[src/rtl/song_pkg.sv]
// Shared encodings, note codes and the fixed song table for song_sequencer.
// Table entry layout: {last, len[2:0], key[3:0]}.
package song_pkg;

    localparam int unsigned SONG_SLOTS  = 32;
    localparam int unsigned NOTE_W      = 5;
    localparam int unsigned KEY_W       = 4;
    localparam int unsigned LEN_W       = 3;
    localparam int unsigned ENTRY_W     = 8;
    localparam int unsigned LAST_BIT    = 7;
    localparam int unsigned LEN_MSB     = 6;
    localparam int unsigned LEN_LSB     = 4;
    localparam int unsigned KEY_MSB     = 3;
    localparam int unsigned TABLE_SONGS = 4;
    localparam int unsigned TABLE_DEPTH = TABLE_SONGS * SONG_SLOTS;

    localparam logic [2:0] ST_IDLE   = 3'd0;
    localparam logic [2:0] ST_LOAD   = 3'd1;
    localparam logic [2:0] ST_SOUND  = 3'd2;
    localparam logic [2:0] ST_GAP    = 3'd3;
    localparam logic [2:0] ST_PAUSED = 3'd4;

    // Diatonic note codes, C4 through C6.
    localparam logic [KEY_W-1:0] C4 = 4'd0;
    localparam logic [KEY_W-1:0] D4 = 4'd1;
    localparam logic [KEY_W-1:0] E4 = 4'd2;
    localparam logic [KEY_W-1:0] F4 = 4'd3;
    localparam logic [KEY_W-1:0] G4 = 4'd4;
    localparam logic [KEY_W-1:0] A4 = 4'd5;
    localparam logic [KEY_W-1:0] B4 = 4'd6;
    localparam logic [KEY_W-1:0] C5 = 4'd7;
    localparam logic [KEY_W-1:0] D5 = 4'd8;
    localparam logic [KEY_W-1:0] E5 = 4'd9;
    localparam logic [KEY_W-1:0] F5 = 4'd10;
    localparam logic [KEY_W-1:0] G5 = 4'd11;
    localparam logic [KEY_W-1:0] A5 = 4'd12;
    localparam logic [KEY_W-1:0] B5 = 4'd13;
    localparam logic [KEY_W-1:0] C6 = 4'd14;

    function automatic logic [ENTRY_W-1:0] mk_entry(input logic             last,
                                                    input logic [LEN_W-1:0] len,
                                                    input logic [KEY_W-1:0] key);
        return {last, len, key};
    endfunction

    // Song s occupies entries s*32 .. s*32+31; unused slots are zero.
    localparam logic [ENTRY_W-1:0] SONG_TABLE [TABLE_DEPTH] = '{
        0:       mk_entry(1'b0, 3'd2, C4),
        1:       mk_entry(1'b1, 3'd1, E4),
        32:      mk_entry(1'b0, 3'd1, E4),
        33:      mk_entry(1'b0, 3'd1, D4),
        34:      mk_entry(1'b1, 3'd2, C4),
        64:      mk_entry(1'b0, 3'd2, G4),
        65:      mk_entry(1'b0, 3'd2, A4),
        66:      mk_entry(1'b0, 3'd1, G4),
        67:      mk_entry(1'b1, 3'd0, C5),
        96:      mk_entry(1'b0, 3'd1, C5),
        97:      mk_entry(1'b0, 3'd1, B4),
        98:      mk_entry(1'b0, 3'd1, A4),
        99:      mk_entry(1'b1, 3'd3, G4),
        default: '0
    };

endpackage

[src/rtl/song_rom.sv]
// Synchronous-read song ROM, one cycle latency, contents from song_pkg.
module song_rom
    import song_pkg::*;
#(
    parameter int unsigned ADDR_W = 7
) (
    input  logic               clk_i,
    input  logic [ADDR_W-1:0]  addr_i,
    output logic [ENTRY_W-1:0] data_o
);

    localparam int unsigned TBL_IDX_W = $clog2(TABLE_DEPTH);

    logic [ENTRY_W-1:0] data_q;

    // Songs beyond the stored table alias back onto it.
    always_ff @(posedge clk_i) begin
        data_q <= SONG_TABLE[TBL_IDX_W'(addr_i)];
    end

    assign data_o = data_q;

endmodule

[src/rtl/song_sequencer.sv]
// Song playback controller with pause/stop/next and live-key override.
// Optional `SONG_LOOP_EN: restart the same song after its last note instead of idling.
module song_sequencer
    import song_pkg::*;
#(
    parameter  int unsigned NUM_SONGS   = 4,
    parameter  int unsigned UNIT_CYCLES = 25_000_000,
    parameter  int unsigned GAP_CYCLES  = 5_000_000,
    localparam int unsigned SONG_W      = (NUM_SONGS > 1) ? $clog2(NUM_SONGS) : 1
) (
    input  logic              clk_i,
    input  logic              rst_i,
    input  logic              play_i,
    input  logic              pause_i,
    input  logic              stop_i,
    input  logic              next_i,
    input  logic              live_on_i,
    input  logic [KEY_W-1:0]  live_key_i,
    output logic [KEY_W-1:0]  key_o,
    output logic              key_on_o,
    output logic              busy_o,
    output logic [SONG_W-1:0] song_idx_o,
    output logic [NOTE_W-1:0] note_idx_o
);

    localparam int unsigned       CNT_W    = $clog2(7 * UNIT_CYCLES);
    localparam int unsigned       ADDR_W   = SONG_W + NOTE_W;
    localparam logic [CNT_W-1:0]  UNIT_C   = CNT_W'(UNIT_CYCLES);
    localparam logic [CNT_W-1:0]  GAP_C    = CNT_W'(GAP_CYCLES);
    localparam logic [CNT_W-1:0]  ONE_C    = CNT_W'(1);
    localparam logic [SONG_W-1:0] SONG_MAX = SONG_W'(NUM_SONGS - 1);
`ifdef SONG_LOOP_EN
    localparam logic [2:0]        SONG_END_ST = ST_LOAD;
`else
    localparam logic [2:0]        SONG_END_ST = ST_IDLE;
`endif

    logic [2:0]         state_q, state_d, resume_q, resume_d;
    logic [SONG_W-1:0]  song_q, song_d;
    logic [NOTE_W-1:0]  note_q, note_d;
    logic [CNT_W-1:0]   dur_q, dur_d;
    logic [LEN_W-1:0]   len_q, len_d;
    logic               last_q, last_d;
    logic [KEY_W-1:0]   key_seq_q, key_seq_d;
    logic [KEY_W-1:0]   key_q, key_d;
    logic               key_on_q, key_on_d;
    logic               busy_q, busy_d;

    logic [ENTRY_W-1:0] rom_data;
    logic [LEN_W-1:0]   rom_len;
    logic [CNT_W-1:0]   note_cycles, sound_end, gap_end;
    logic [2:0]         seq_state;
    logic [NOTE_W-1:0]  seq_note;
    logic [CNT_W-1:0]   seq_dur;
    logic [SONG_W-1:0]  next_song;
    logic               can_pause;

    // Addressed by next-state indices so the entry is ready during LOAD.
    song_rom #(
        .ADDR_W (ADDR_W)
    ) u_rom (
        .clk_i  (clk_i),
        .addr_i ({song_d, note_d}),
        .data_o (rom_data)
    );

    assign note_cycles = CNT_W'(len_q) * UNIT_C;
    assign sound_end   = note_cycles - GAP_C - ONE_C;
    assign gap_end     = note_cycles - ONE_C;

    always_ff @(posedge clk_i) begin
        if (rst_i) begin
            state_q   <= ST_IDLE;
            resume_q  <= ST_IDLE;
            song_q    <= '0;
            note_q    <= '0;
            dur_q     <= '0;
            len_q     <= LEN_W'(1);
            last_q    <= 1'b0;
            key_seq_q <= '0;
            key_q     <= '0;
            key_on_q  <= 1'b0;
            busy_q    <= 1'b0;
        end else begin
            state_q   <= state_d;
            resume_q  <= resume_d;
            song_q    <= song_d;
            note_q    <= note_d;
            dur_q     <= dur_d;
            len_q     <= len_d;
            last_q    <= last_d;
            key_seq_q <= key_seq_d;
            key_q     <= key_d;
            key_on_q  <= key_on_d;
            busy_q    <= busy_d;
        end
    end

    always_comb begin
        state_d   = state_q;
        resume_d  = resume_q;
        song_d    = song_q;
        note_d    = note_q;
        dur_d     = dur_q;
        len_d     = len_q;
        last_d    = last_q;
        key_seq_d = key_seq_q;
        seq_state = state_q;
        seq_note  = note_q;
        seq_dur   = dur_q;
        next_song = (song_q == SONG_MAX) ? '0 : song_q + SONG_W'(1);
        rom_len   = rom_data[LEN_MSB:LEN_LSB];

        // Uninterrupted progression through the song.
        case (state_q)
            ST_LOAD: begin
                seq_state = ST_SOUND;
                seq_dur   = '0;
            end
            ST_SOUND: begin
                seq_dur = dur_q + ONE_C;
                if (dur_q == sound_end) seq_state = ST_GAP;
            end
            ST_GAP: begin
                if (dur_q == gap_end) begin
                    seq_dur = '0;
                    if (last_q) begin
                        seq_note  = '0;
                        seq_state = SONG_END_ST;
                    end else begin
                        seq_note  = note_q + NOTE_W'(1);
                        seq_state = ST_LOAD;
                    end
                end else begin
                    seq_dur = dur_q + ONE_C;
                end
            end
            default: ;
        endcase

        can_pause = ((state_q == ST_LOAD) || (state_q == ST_SOUND) || (state_q == ST_GAP))
                    && (seq_state != ST_IDLE);

        // Commands in priority order; a paused LOAD re-reads its entry on resume.
        if (stop_i) begin
            state_d = ST_IDLE;
            note_d  = '0;
            dur_d   = '0;
        end else if (next_i) begin
            song_d = next_song;
            if (state_q != ST_IDLE) begin
                state_d = ST_LOAD;
                note_d  = '0;
                dur_d   = '0;
            end
        end else if (pause_i && can_pause) begin
            state_d  = ST_PAUSED;
            resume_d = (state_q == ST_LOAD) ? ST_LOAD : seq_state;
            note_d   = seq_note;
            dur_d    = seq_dur;
        end else if (play_i && (state_q == ST_IDLE)) begin
            state_d = ST_LOAD;
            note_d  = '0;
            dur_d   = '0;
        end else if (play_i && (state_q == ST_PAUSED)) begin
            state_d = resume_q;
        end else begin
            state_d = seq_state;
            note_d  = seq_note;
            dur_d   = seq_dur;
            if (state_q == ST_LOAD) begin
                key_seq_d = rom_data[KEY_MSB:0];
                len_d     = (rom_len == '0) ? LEN_W'(1) : rom_len;
                last_d    = rom_data[LAST_BIT];
            end
        end

        key_on_d = live_on_i || (state_d == ST_SOUND);
        key_d    = live_on_i ? live_key_i : key_seq_d;
        busy_d   = (state_d != ST_IDLE);
    end

    assign key_o      = key_q;
    assign key_on_o   = key_on_q;
    assign busy_o     = busy_q;
    assign song_idx_o = song_q;
    assign note_idx_o = note_q;

endmodule

[config.mk]
export PLATFORM = sky130hd
export DESIGN_NAME = song_sequencer
export DESIGN_NICKNAME = d
export VERILOG_FILES = /design/src/rtl/song_pkg.sv /design/src/rtl/song_rom.sv /design/src/rtl/song_sequencer.sv
export SDC_FILE = /design/constraint.sdc
export NUM_CORES = 1
export LEC_CHECK = 0
export CAP_MARGIN = 20
export CORE_UTILIZATION = 35
export CTS_BUF_LIST = sky130_fd_sc_hd__clkbuf_8
export DETAILED_ROUTE_END_ITERATION = 6
export GPL_TIMING_DRIVEN = 0
export SETUP_SLACK_MARGIN = 0.1
export SYNTH_ARGS = -nofsm -noshare
export SYNTH_HDL_FRONTEND = slang
export SYNTH_SLANG_ARGS = --single-unit
[constraint.sdc]
create_clock -name clk_i -period 4.2 [get_ports clk_i]
set_input_delay 0.63 -clock clk_i [delete_from_list [all_inputs] [get_ports clk_i]]
set_output_delay 0.63 -clock clk_i [all_outputs]
set_load 0.02 [all_outputs]
==> qor.csv <==
stage,metric,value,unit
synthesis,most instantiated cells after synthesis,"72 x nor2_1, 60 x dfxtp_1, 41 x nand2_1",
critical_path,Crit. End Element,flip-flop,
place,pre-CTS WS,0.330,ns
sta,f_max,268,MHz
route,Final ANT Viol Nets,0,
synthesis,Synth cell types,57,
floorplanning,die area,10300,sq um
sta,unrepaired setup endpoints after global routing,false,
clocking,cts bufs inserted,9,
sta,ratio of final minimum period to clock period,0.888,
global_route,vias in the first global route,2800,
cells_and_area,layout cells sized above 1,0.101,
clocking,Root Driver,clkbuf_8,
sta,"Slew Viols, Final",0,
route,Remaining DRCs,0,
critical_path,crit-path max cell delay,0.55,ns
synthesis,multiplexer share of the synthesized area,0.0478,
flow_run,Max Cap Violations,0,
power,Pwr Total,1.22,mW
synthesis,area share of the largest cell type after synthesis,0.348,
sta,Tightest Pin Transition,0.643,ns
clocking,CTS tree,done,
synthesis,Synth async-reset ratio,0,
global_route,grt total ovfl,0,
global_route,global-route usage over all layers,0.171,
route,final wirelength,8200,um
global_route,first-pass GRT wire length,13600,um
route,routed vias/inst,5.20,
sta,Period minus WS final,3.73,ns
clocking,H-Tree Depth,3,
synthesis,Post-Synth Simple-Gate Area,0.307,
synthesis,post-synth top area cell,dfxtp_1,
cells_and_area,n_diodes,0,
sta,post-route setup slack,0.470,ns
synthesis,Post-synth top flop,dfxtp_1,
worst_hold_path,path category of the worst min-delay check,flip-flop to flip-flop,
status,status,"complete, no violations",
synthesis,Post-synth EDFFs,0,
synthesis,Post-Syn Instances,426,
synthesis,Synth Warn #,0,
cells_and_area,Final Util,0.430,
clocking,Worst-Skew Late Latency,0.34,ns
power,worst vdd ir,0.135,mV
synthesis,ranking of synthesized cells by area,"dfxtp_1 35%, nor2_1 7.8%, xnor2_1 5.3%, xor2_1 4.8%, nand2_1 4.5%",
synthesis,sequential area share after synthesis,0.348,
cells_and_area,Nets,480,
route,drt first pass iters,4,
route,via count,3083,
floorplanning,core box area,9420,sq um
cells_and_area,Fill cells,969,
power,leakage,1.45,nW
critical_path,startpoint types,flip-flop,
synthesis,main combinational cell family by area after synthesis,simple AND/OR/NAND/NOR gates,
critical_path,WS Path Type,flip-flop to flip-flop,
synthesis,#FFs+latches synth,60,
cells_and_area,area of the multi-input gates,2130,sq um
place,I/O Buffers,22,
clocking,Post-CTS Hold Buffers,0,
critical_path,Crit path buffers/inverters,2,
cells_and_area,sequential standard cell area,1200,sq um
floorplanning,FP Rows,35,
clocking,Sink Count,60,
global_route,largest net degree at the start of global routing,14,
critical_path,"CP delay by family, top",simple AND/OR/NAND/NOR gates,
clocking,clock-pin slew on the worst setup and hold paths,0.08,ns
synthesis,complex-gate fraction of the synthesized area,0.124,
floorplanning,Die Width,101,um
synthesis,Synth Area per Inst,8.10,sq um
critical_path,critical-path maximum fanout,10,
route,Iter 0 DRT Violations,197,
place,Routability Congestion,0.850,
clocking,Clock Tree Buf Depth,2,
floorplanning,Initial Util,0.367,
power,PwrDens,302,nW/um^2
synthesis,top-count cell post-synth,nor2_1,
sta,Layout Skew,0.00848,ns
cells_and_area,Area Growth Syn to Fin,17.2,%
sta,setup violators final,0,
synthesis,Syn Std Cell Area,3450,sq um
floorplanning,I/O pin total,24,
synthesis,syn nets,447,
critical_path,Worst path slowest cell,dfxtp_1,
floorplanning,Die Y,101,um
synthesis,Adder-Cell Fraction of Synth Area,0.0362,
sta,Max-slew headroom,0.568,
critical_path,critical path data required time,4.46,ns
critical_path,crit path DAT,3.99,ns
global_route,initial antenna violation count,0,
place,dpl hpwl,6050,um
route,Avg WL per Cell,13.8,um
sta,setup_tns,0,ns
sta,Final Hold Vio Count,0,
synthesis,xor and xnor area share after synthesis,0.101,
critical_path,"critical path, cell by cell",inv_1 -> ha_1 -> buf_2 -> or3_1 -> a2111o_1 -> nor3_4 -> mux2_2 -> o221ai_1 -> nand4_2 -> a211oi_1,
-- report_power, final --
group / internal (mW) / leakage (nW) / switching, mW
sequential: 0.578 / 0.486 / 0.00444
clock: 0.283 / 0.105 / 0.264
combinational: 0.0368 / 0.860 / 0.0550
total: 0.897 / 1.45 / 0.324
-- worst reg2reg max path, stage by stage (launching register included) --
cell	delay, ns
dfxtp_1	0.55
inv_1	0.17
ha_1	0.26
buf_2	0.18
or3_1	0.40
a2111o_1	0.55
nor3_4	0.42
mux2_2	0.39
o221ai_1	0.25
nand4_2	0.25
a211oi_1	0.23
-- routing by layer --
layer / wire length, um / vias to the layer above / GRT usage / share of wire
met3: 288 / 8 / 0.0380 / 0.035
met4: 74 / 0 / 0.0569 / 0.0090
met2: 3760 / 57 / 0.263 / 0.46
li1: - / 1545 / - / -
met5: 0 / - / 0 / 0
met1: 4080 / 1473 / 0.236 / 0.50
-- sequential cells by signal, indices dropped and copies added, names as in the netlist --
register      flops
len_q             2
note_idx_o        5
busy_o            1
key_seq_q         4
last_q            1
dur_q            28
state_q           3
song_idx_o        2
u_rom.data_o      6
key_on_o          1
resume_q          3
key_o             4
-- logic make-up after synthesis --
| family | after synthesis |
|---|---|
| mux | 16 |
| simple gates | 212 |
| compound gates | 59 |
| xor+xnor | 40 |
| fa+ha+maj | 10 |
| buf+inv | 29 |
| flops | 60 |
-- area by class of cell --
class,count,share of cell area
plain buffers,22,0.0241
clock buffers,9,0.0306
clock inverters,7,0.0204
inverters,7,0.00649
multi-input cells,337,0.527
flip-flops and latches,60,0.297
well taps,129,0.0399
repair buffers,22,0.0544
-- metrics by stage --
stage / hold slack (ns) / std cells / cell area [sq um]
2_1_floorplan: 0.437 / 426 / 3450
3_3_place_gp: 0.458 / 577 / 3830
3_5_place_dp: 0.467 / 577 / 3830
4_1_cts: 0.478 / 593 / 4040
5_1_grt: 0.494 / 593 / 4050
6_report: 0.475 / 593 / 4050
-- final timing paths --
kind / from / endpoint / slack (ns) / cells after the start
worst max register to register: len_q[0]$_SDFFE_PP1P_ / u_rom.data_o[4]$_DFF_P_ / 0.47 / 10
worst min register to register: resume_q[2]$_SDFFE_PP0P_ / resume_q[2]$_SDFFE_PP0P_ / 0.48 / 1
worst min-delay path: resume_q[2]$_SDFFE_PP0P_ / resume_q[2]$_SDFFE_PP0P_ / 0.48 / 1
worst max-delay path: len_q[0]$_SDFFE_PP1P_ / u_rom.data_o[4]$_DFF_P_ / 0.47 / 10
-- what timing repair did --
action | CTS | global route
endpoints found under the setup margin | 0 | 1
setup buffers | 0 | 0
gates resized for setup | 0 | 1
-- placed cells by master, fill, tap and decap left out, types with 8 or more instances in the layout --
cell type	n
nor2_1	72
dfxtp_1	60
nand2_1	41
clkdlybuf4s50_1	22
xnor2_1	21
xor2_1	19
a21oi_1	18
nand4_1	15
clkbuf_1	14
nand3_1	14
nor3_1	13
mux2i_1	12
o21ai_0	10
ha_1	10
clkbuf_8	9
and3_1	8
No activity file was read; power rests on OpenSTA's default activity.
